## config.mk

```make
export PLATFORM = sky130hd
export DESIGN_NAME = dac_spi_tx
export DESIGN_NICKNAME = d
export VERILOG_FILES = /design/src/rtl/dac_spi_pkg.sv /design/src/rtl/dac_spi_tick.sv /design/src/rtl/dac_spi_tx.sv
export SDC_FILE = /design/constraint.sdc
export NUM_CORES = 1
export LEC_CHECK = 0
export ABC_CLOCK_PERIOD_IN_PS = 5000
export CORE_MARGIN = 2
export CORE_UTILIZATION = 25
export DETAILED_ROUTE_END_ITERATION = 8
export DONT_BUFFER_PORTS = 1
export PLACE_DENSITY = 0.35
export SLEW_MARGIN = 20
export SYNTH_ARGS = -nofsm -noshare
export SYNTH_HDL_FRONTEND = slang
export SYNTH_SLANG_ARGS = --single-unit
```

## constraint.sdc

```tcl
create_clock -name clk -period 5 [get_ports clk]
set_clock_uncertainty 0.2 [all_clocks]
set_input_delay 0.75 -clock clk [delete_from_list [all_inputs] [get_ports clk]]
set_output_delay 0.75 -clock clk [all_outputs]
set_load 0.005 [all_outputs]
```

## src/rtl/dac_spi_pkg.sv

```systemverilog
// Shared types and sizing helpers for the DAC SPI transmitter.
package dac_spi_pkg;

   typedef enum logic [2:0] {
      ST_IDLE,
      ST_SETUP,
      ST_SHIFT_HI,
      ST_SHIFT_LO,
      ST_HOLD
   } state_t;

   // Length of one SPI frame: command prefix followed by the sample.
   function automatic int frame_len(input int ctrl_bits, input int io_width);
      return ctrl_bits + io_width;
   endfunction

   // Width of the half-period divider counter.
   function automatic int div_cnt_w(input int clk_div);
      return $clog2(clk_div + 1);
   endfunction

   // Width of the bit counter; it must be able to hold the full frame length.
   function automatic int bit_cnt_w(input int frame);
      return $clog2(frame + 1);
   endfunction

endpackage

```

## src/rtl/dac_spi_tick.sv

```systemverilog
// Half-period timer: tick is high in the last clk cycle of every D-cycle phase.
module dac_spi_tick
   import dac_spi_pkg::*;
#(
   parameter int pw_clk_div = 4
)(
   input  logic clk,
   input  logic rst,
   input  logic restart,
   output logic tick
);

   localparam int lpw_cnt = div_cnt_w(pw_clk_div);

   logic [lpw_cnt-1:0] cnt;

   assign tick = (cnt == lpw_cnt'(pw_clk_div - 1));

   // Count cycles within the current phase; restart marks the first cycle of a new phase.
   always_ff @(posedge clk or posedge rst) begin
      if (rst)
         cnt <= '0;
      else if (restart || tick)
         cnt <= '0;
      else
         cnt <= cnt + 1'b1;
   end

endmodule

```

## src/rtl/dac_spi_tx.sv

```systemverilog
// Serialises filtered samples as {command, offset-binary sample} frames to an SPI mode-0 DAC.
// One sample can wait in a pending buffer while a frame is on the wire; a lost sample sets o_overrun.
module dac_spi_tx
   import dac_spi_pkg::*;
#(
   parameter int                      pw_io_width  = 12,
   parameter int                      pw_ctrl_bits = 4,
   parameter logic [pw_ctrl_bits-1:0] pw_ctrl_word = 4'b0011,
   parameter int                      pw_clk_div   = 4
)(
   input  logic                          clk,
   input  logic                          rst,
   input  logic                          ce,
   input  logic signed [pw_io_width-1:0] isp_in,
   input  logic                          i_overrun_clr,
   output logic                          o_sclk,
   output logic                          o_cs_n,
   output logic                          o_mosi,
   output logic                          o_busy,
   output logic                          o_overrun
);

   localparam int lpw_frame = frame_len(pw_ctrl_bits, pw_io_width);
   localparam int lpw_bit   = bit_cnt_w(lpw_frame);

   // Two's complement to offset binary is a flip of the sign bit.
   function automatic logic [lpw_frame-1:0] to_frame(input logic signed [pw_io_width-1:0] s);
      return {pw_ctrl_word, ~s[pw_io_width-1], s[pw_io_width-2:0]};
   endfunction

   state_t               state, state_next;
   logic [lpw_bit-1:0]   bit_cnt;
   logic [lpw_frame-1:0] shreg, pend_word, word_in;
   logic                 start, pend_vld, tick, restart;
   logic                 hold_end, accept, consume, store, lost;
   logic                 sclk_next, cs_n_next, mosi_next, busy_next;

   assign word_in  = to_frame(isp_in);
   assign hold_end = (state == ST_HOLD) && tick;
   // A sample starts a frame directly when the line is free (IDLE, or HOLD ending with nothing queued).
   assign accept   = ce && (((state == ST_IDLE) && !start) || (hold_end && !pend_vld));
   assign consume  = hold_end && pend_vld;
   assign store    = ce && !accept;
   // Storing over a queued word that is not being handed to the shifter this cycle loses it.
   assign lost     = store && pend_vld && !consume;
   assign restart  = (state_next != state);

   dac_spi_tick #(.pw_clk_div(pw_clk_div)) u_tick (
      .clk     (clk),
      .rst     (rst),
      .restart (restart),
      .tick    (tick)
   );

   // Next state and next registered SPI line values.
   always_comb begin
      state_next = state;
      unique case (state)
         ST_IDLE:     if (start) state_next = ST_SETUP;
         ST_SETUP:    if (tick)  state_next = ST_SHIFT_HI;
         ST_SHIFT_HI: if (tick)  state_next = ST_SHIFT_LO;
         ST_SHIFT_LO: if (tick)  state_next = (bit_cnt == lpw_bit'(lpw_frame)) ? ST_HOLD : ST_SHIFT_HI;
         ST_HOLD:     if (tick)  state_next = pend_vld ? ST_SETUP : ST_IDLE;
         default:                state_next = ST_IDLE;
      endcase

      sclk_next = (state_next == ST_SHIFT_HI);
      cs_n_next = !((state_next == ST_SETUP) || (state_next == ST_SHIFT_HI) ||
                    (state_next == ST_SHIFT_LO));
      busy_next = (state_next != ST_IDLE);

      mosi_next = o_mosi;
      if ((state_next == ST_SETUP) && (state != ST_SETUP))
         mosi_next = consume ? pend_word[lpw_frame-1] : shreg[lpw_frame-1];
      else if ((state_next == ST_SHIFT_LO) && (state == ST_SHIFT_HI))
         mosi_next = (bit_cnt == lpw_bit'(lpw_frame - 1)) ? 1'b0 : shreg[lpw_frame-2];
      else if ((state_next == ST_HOLD) || (state_next == ST_IDLE))
         mosi_next = 1'b0;
   end

   // Control state, SPI outputs, pending flag and overrun flag.
   always_ff @(posedge clk or posedge rst) begin
      if (rst) begin
         state     <= ST_IDLE;
         o_sclk    <= 1'b0;
         o_cs_n    <= 1'b1;
         o_mosi    <= 1'b0;
         o_busy    <= 1'b0;
         o_overrun <= 1'b0;
         start     <= 1'b0;
         pend_vld  <= 1'b0;
         bit_cnt   <= '0;
      end else begin
         state  <= state_next;
         o_sclk <= sclk_next;
         o_cs_n <= cs_n_next;
         o_mosi <= mosi_next;
         o_busy <= busy_next;
         start  <= accept;

         if (store)
            pend_vld <= 1'b1;
         else if (consume)
            pend_vld <= 1'b0;

         if (state_next == ST_SETUP)
            bit_cnt <= '0;
         else if ((state == ST_SHIFT_HI) && (state_next == ST_SHIFT_LO))
            bit_cnt <= bit_cnt + 1'b1;

         if (lost)
            o_overrun <= 1'b1;
         else if (i_overrun_clr)
            o_overrun <= 1'b0;
      end
   end

   // Frame shift register and pending word; their contents only matter once qualified by control.
   always_ff @(posedge clk) begin
      if (accept)
         shreg <= word_in;
      else if (consume)
         shreg <= pend_word;
      else if ((state == ST_SHIFT_HI) && (state_next == ST_SHIFT_LO))
         shreg <= shreg << 1;

      if (store)
         pend_word <= word_in;
   end

endmodule

```

Word level (Yosys, flattened, before mapping)
Index checks and enable logic that the tools add are counted.
{"block": "totals", "input_bits": 16, "out_inout_bits": 5, "elab_cells": 81, "regBits": 46}
{"block": "op_classes", "n_eq_ne": 13, "addsub": 2, "reduce_logical": 29, "bitwise": 1, "mux": 23}
{"cell": "16-bit two-way mux", "n": 2}
{"cell": "3-bit two-way mux", "n": 7}
{"cell": "3-bit by 2-bit == test with 1-bit output (second input constant)", "n": 5}
{"cell": "3-bit one-hot mux with 5 select lines", "n": 1}
{"cell": "12-bit two-way mux", "n": 1}
{"cell": "1-bit logical AND", "n": 10}
{"cell": "1-bit two-way mux", "n": 10}
{"cell": "5-bit two-way mux", "n": 2}
{"cell": "3-bit nonzero test", "n": 3}
{"cell": "2-bit nonzero test", "n": 4}
{"cell": "3-bit by 1-bit == test with 1-bit output (second input constant)", "n": 2}
{"cell": "3-bit == test (second input constant)", "n": 2}
{"cell": "3-bit logical NOT", "n": 2}
{"cell": "5-bit by 1-bit adder with 5-bit output (second input constant)", "n": 1}
{"cell": "5-bit by 4-bit == test with 1-bit output (second input constant)", "n": 1}
{"cell": "5-bit == test (second input constant)", "n": 1}
{"cell": "1-bit logical NOT", "n": 5}
{"cell": "1-bit logical OR", "n": 5}
{"cell": "3-bit by 1-bit adder with 3-bit output (second input constant)", "n": 1}
{"cell": "3-bit by 1-bit != test with 1-bit output (second input constant)", "n": 1}
{"cell": "3-bit != test", "n": 1}
{"cell": "1-bit NOT", "n": 1}

Longest topological paths before layout
{"block": "logic_depth", "ltp_word": 10, "depth_mapped": 8, "ltp_nobuf": 6}

Hierarchy
Synthesis repeated with hierarchy kept, for this count alone.
{"block": "unflattened", "hier_cells": 175, "hier_area_um2": 2089.5}
{"module": "dac_spi_tx", "seq_area_each_um2": 1177.4, "instances": 1, "cells_per_inst": 165, "area_per_inst_um2": 1959.4}
{"module": "dac_spi_tick", "seq_area_each_um2": 75.1, "instances": 1, "cells_per_inst": 10, "area_per_inst_um2": 130.1}

Worst setup path before layout
Ideal clock, no wire load.
{"block": "synth_path", "kind": "reg2reg", "startpoint": "register u_tick.cnt[0]", "endpoint": "register shreg[0] (enable)", "t_arrival_ps": 1695, "n_path_buf": 0, "setup_ps": 329, "required_time_ps": 4471, "synth_period_minus_slack_ps": 2225, "path_stages_with_launch": 7, "slack_ps": 2775, "cell_sequence": "dfrtp_1 > ha_1 > ha_1 > and3b_1 > o211ai_4 > and2_1 > nand2_1"}
{"block": "synth_via", "elab_chain_cells": 6, "elab_cells_between_ends": 14, "classes_between": "eq/ne (2); mux (5); reduce/logical (7)"}
{"item": "start: declaration", "line_no": "dac_spi_tick.sv:15", "source": "logic [lpw_cnt-1:0] cnt;"}
{"item": "start signal: assignment", "line_no": "dac_spi_tick.sv:26", "source": "cnt <= cnt + 1'b1;"}
{"item": "3-bit by 2-bit == test with 1-bit output *", "line_no": "dac_spi_tick.sv:17", "source": "assign tick = (cnt == lpw_cnt'(pw_clk_div - 1));"}
{"item": "3-bit two-way mux, or another cell as far along", "line_no": "dac_spi_tx.sv:63", "source": "ST_HOLD: if (tick) state_next = pend_vld ? ST_SETUP : ST_IDLE;"}
{"item": "3-bit one-hot mux with 5 select lines or 1-bit logical AND (tied branches)", "line_no": "dac_spi_tx.sv:58, dac_spi_tx.sv:41"}
{"item": "3-bit by 2-bit == test with 1-bit output or 1-bit logical OR (tied branches)", "line_no": "dac_spi_tx.sv:124, dac_spi_tx.sv:41"}
{"item": "1-bit logical AND, on equally long branches", "line_no": "dac_spi_tx.sv:124, dac_spi_tx.sv:41"}
{"item": "3-bit nonzero test (no line) *"}
{"item": "end signal: assignment", "line_no": "dac_spi_tx.sv:121", "source": "shreg <= word_in;"}
{"item": "end signal: assignment", "line_no": "dac_spi_tx.sv:123", "source": "shreg <= pend_word;"}
{"item": "end signal: assignment", "line_no": "dac_spi_tx.sv:125", "source": "shreg <= shreg << 1;"}
{"item": "end: declaration", "line_no": "dac_spi_tx.sv:33", "source": "logic [lpw_frame-1:0] shreg, pend_word, word_in;"}
Mark *: on every way between the ends. The rest lies on a longest branch, timed or not.
A chain may end at the register's enable or synchronous reset.

Worst setup path in the final report
{"block": "layout_path", "startpoint": "register u_tick.cnt[0]", "endpoint": "register shreg[4] (enable)"}
Same word-level chain as after synthesis.

==> flow_metrics.py <==
metrics = {
    "placement": {
        "io_buffer_count": 0,
        "gp_congestion": 0.7116,
        "dp_slack_ps": 2134,
        "placedCellCount": 301,
        "dp_hpwl_microns": 3094,
    },
    "route": {
        "drc_errors": 0,
        "vias": 1454,
        "dr.pass1.iters": 4,
        "routedWlPerCell_microns": 14.26,
        "drt-initial-drc-count": 38,
        "ant_nets": 0,
        "drt-total-wl_microns": 4406,
        "viasPerCell": 4.706,
    },
    "clock_tree": {
        "cts_buffers": 5,
        "ctsHoldBuffers": 0,
        "post-cts-setup-buffer-count": 0,
        "clkTransAtPathRegs_ps": 80,
        "cts_buffer_depth": 2,
        "cts_sinks": 46,
        "h-tree-depth": 2,
        "clock_latency_ps": 300,
        "cts_resized": 0,
        "cts_tree": "done",
        "clock-root-buffer": "clkbuf_8",
    },
    "logic_synthesis": {
        "synth_top_area_cell": "edfxtp_1",
        "synth-async-reset-ratio_pct": 39.13,
        "postSynthCellCount": 206,
        "synthTopCellsByArea": "edfxtp_1, dfrtp_1, nand2_1, a31oi_1, nor2_1",
        "netlist-cell-type-count": 43,
        "yosys.area.top_type_share_pct": 33.61,
        "ys_seq_elements": 46,
        "yosysSeqAreaShare_pct": 58.40,
        "syn_nets": 228,
        "synth-edff-count": 24,
        "netlist_area_sq_mm": 0.002145,
        "synth_area_per_cell_sq_um": 10.41,
        "yosysWarnings": 0,
        "synth_ff_type": "edfxtp_1",
    },
    "hold_path": {
        "min-delay-start": "u_tick.cnt[0]$_DFF_PP0_",
        "whs_endpoint": "u_tick.cnt[0]$_DFF_PP0_",
        "min_path_type": "reg -> reg",
        "whs_path_depth": 1,
    },
    "pwr": {
        "p_per_area_mw_per_mm2": 520.1,
        "p_leak_nw": 0.8856,
        "ir_worst_vdd_v": 0.0001142,
    },
    "critical_path": {
        "rrSetupSlack_ps": 2160,
        "start_kind": "flop",
        "crit_required_ps": 4740,
        "end_kind": "flop",
        "reg2regPathDepth": 6,
        "arrival_ps": 2570,
        "worst-path-max-fanout": 25,
        "r2r-start": "u_tick.cnt[0]$_DFF_PP0_",
        "crit_type": "reg -> reg",
        "r2r_end": "shreg[4]$_DFFE_PP_",
    },
    "grt": {
        "grt_overflow": 0,
        "grt_max_degree": 26,
        "grt_pass1_vias": 1442,
        "antenna_found_initial": 0,
        "grt_usage_pct": 9.950,
        "grt_pass1_wl_microns": 7431,
    },
    "floorplanning": {
        "core_area_sq_mm": 0.008258,
        "start_util_pct": 25.97,
        "num_rows": 33,
        "die_y_microns": 96.62,
        "die-width_microns": 96.62,
        "ios": 21,
        "fp.dieArea_sq_mm": 0.009335,
    },
    "timing": {
        "setup_viol": 0,
        "whs_ps": 238.6,
        "finalHoldViolCount": 0,
        "slew_violations": 0,
        "fmaxAchievable_mhz": 352.7,
        "fin_setup_tns_ps": 0,
        "fin_ws_ps": 2165,
        "slew_headroom_pct": 52.11,
        "fin_crit_sh_pct": 56.70,
        "grt_setup_unrepaired": "no",
        "tightest_slew_ps": 717.5,
        "min_period_ps": 2835,
    },
    "finish": {
        "final_common_cell": "nand2_1",
        "drive_gt1_share_pct": 7.353,
        "most-common-layout-cells": "nand2_1, edfxtp_1, nor2_1, dfrtp_1, a31oi_1",
        "final_cells": 309,
        "synthToLayoutAreaGrowth_pct": 7.059,
        "utilization_pct": 27.80,
        "antenna_cells": 0,
        "nets": 225,
    },
    "job": {
        "drv_cap": 0,
    },
    "run_status": {
        "status": "finished, final reports clean",
    },
}
per-layer routing:
metal,global-route usage [%],share of wire [%],up-vias
li1,-,-,716
met1,12.74,49,709
met2,15.49,46,25
met3,3.396,4.7,4
met4,3.900,1.1,0
met5,0,0,-
where the power goes:
group          internal (mW)  switching, mW  total (mW)  leakage [nW]
clock network         0.0991          0.123       0.222        0.0385
registers              0.546         0.0747       0.621         0.481
logic                  0.129          0.223       0.352         0.366
total                  0.774          0.420        1.19         0.886
sequential cells by signal, summed over array words and instances, names as in the netlist:
register / cells
bit_cnt: 5
o_busy: 1
o_cs_n: 1
o_mosi: 1
o_overrun: 1
o_sclk: 1
pend_vld: 1
pend_word: 12
shreg: 16
start: 1
state: 3
u_tick.cnt: 3
metrics by stage:
| stage | area [sq um] | total power, mW |
|---|---|---|
| floorplan | 2145 | 0.9071 |
| global placement | 2212 | 0.9772 |
| detailed placement | 2212 | 0.9877 |
| CTS | 2296 | 1.213 |
| global route | 2296 | 1.295 |
| finish | 2296 | 1.194 |
Yosys cell counts, drive strengths merged (2+ instances only):
master and count:
nand2 41, nor2 25, edfxtp 24, dfrtp 17, a31oi 14, inv 11, a21oi 10, buf 10
o21ai 7, ha 6, nand3 5, dfxtp 4, nand2b 3, and2 2, and3 2, and4bb 2
nand4 2, o2111ai 2, o211ai 2, or3 2, xor2 2
how the worst max path moves through the flow:
stage,startpoint,to,slack [ps],depth (start not counted)
6_report,u_tick.cnt[0]$_DFF_PP0_,shreg[4]$_DFFE_PP_,2160,6
5_1_grt,u_tick.cnt[0]$_DFF_PP0_,shreg[2]$_DFFE_PP_,1990,6
4_1_cts,u_tick.cnt[0]$_DFF_PP0_,shreg[0]$_DFFE_PP_,2130,6
3_5_place_dp,u_tick.cnt[0]$_DFF_PP0_,shreg[5]$_DFFE_PP_,2130,6
3_3_place_gp,u_tick.cnt[0]$_DFF_PP0_,shreg[5]$_DFFE_PP_,2210,6
2_1_floorplan,u_tick.cnt[0]$_DFF_PP0_,shreg[0]$_DFFE_PP_,2780,6
worst max-delay path, stage by stage (launching register included):
cell      delay, ps
dfrtp_1         390
ha_1            220
ha_1            270
and3b_1         250
o211ai_4        560
and2_1          260
nand2_1         330
cell families (layout without fill, tap and decap cells):
logic type	after synthesis	after routing	share of synthesized area [%]
AOI/OAI and AO/OA	42	42	12.89
xor gates and xnor gates	2	2	0.8170
DFF	46	46	58.40
buffers and inverters	21	19	4.901
and+or+nand+nor	89	89	19.49
adders and majority gates	6	6	3.500
area by class of cell:
class                   count  area, sq um
inverters                  11        41.29
clock inverters             1        7.507
multi-input cells         139        787.0
flip-flops and latches     46         1252
well taps                 105        131.4
fillers                   885         5962
clock buffers               7        76.32
Note: power is estimated with default switching activity, not from simulation.
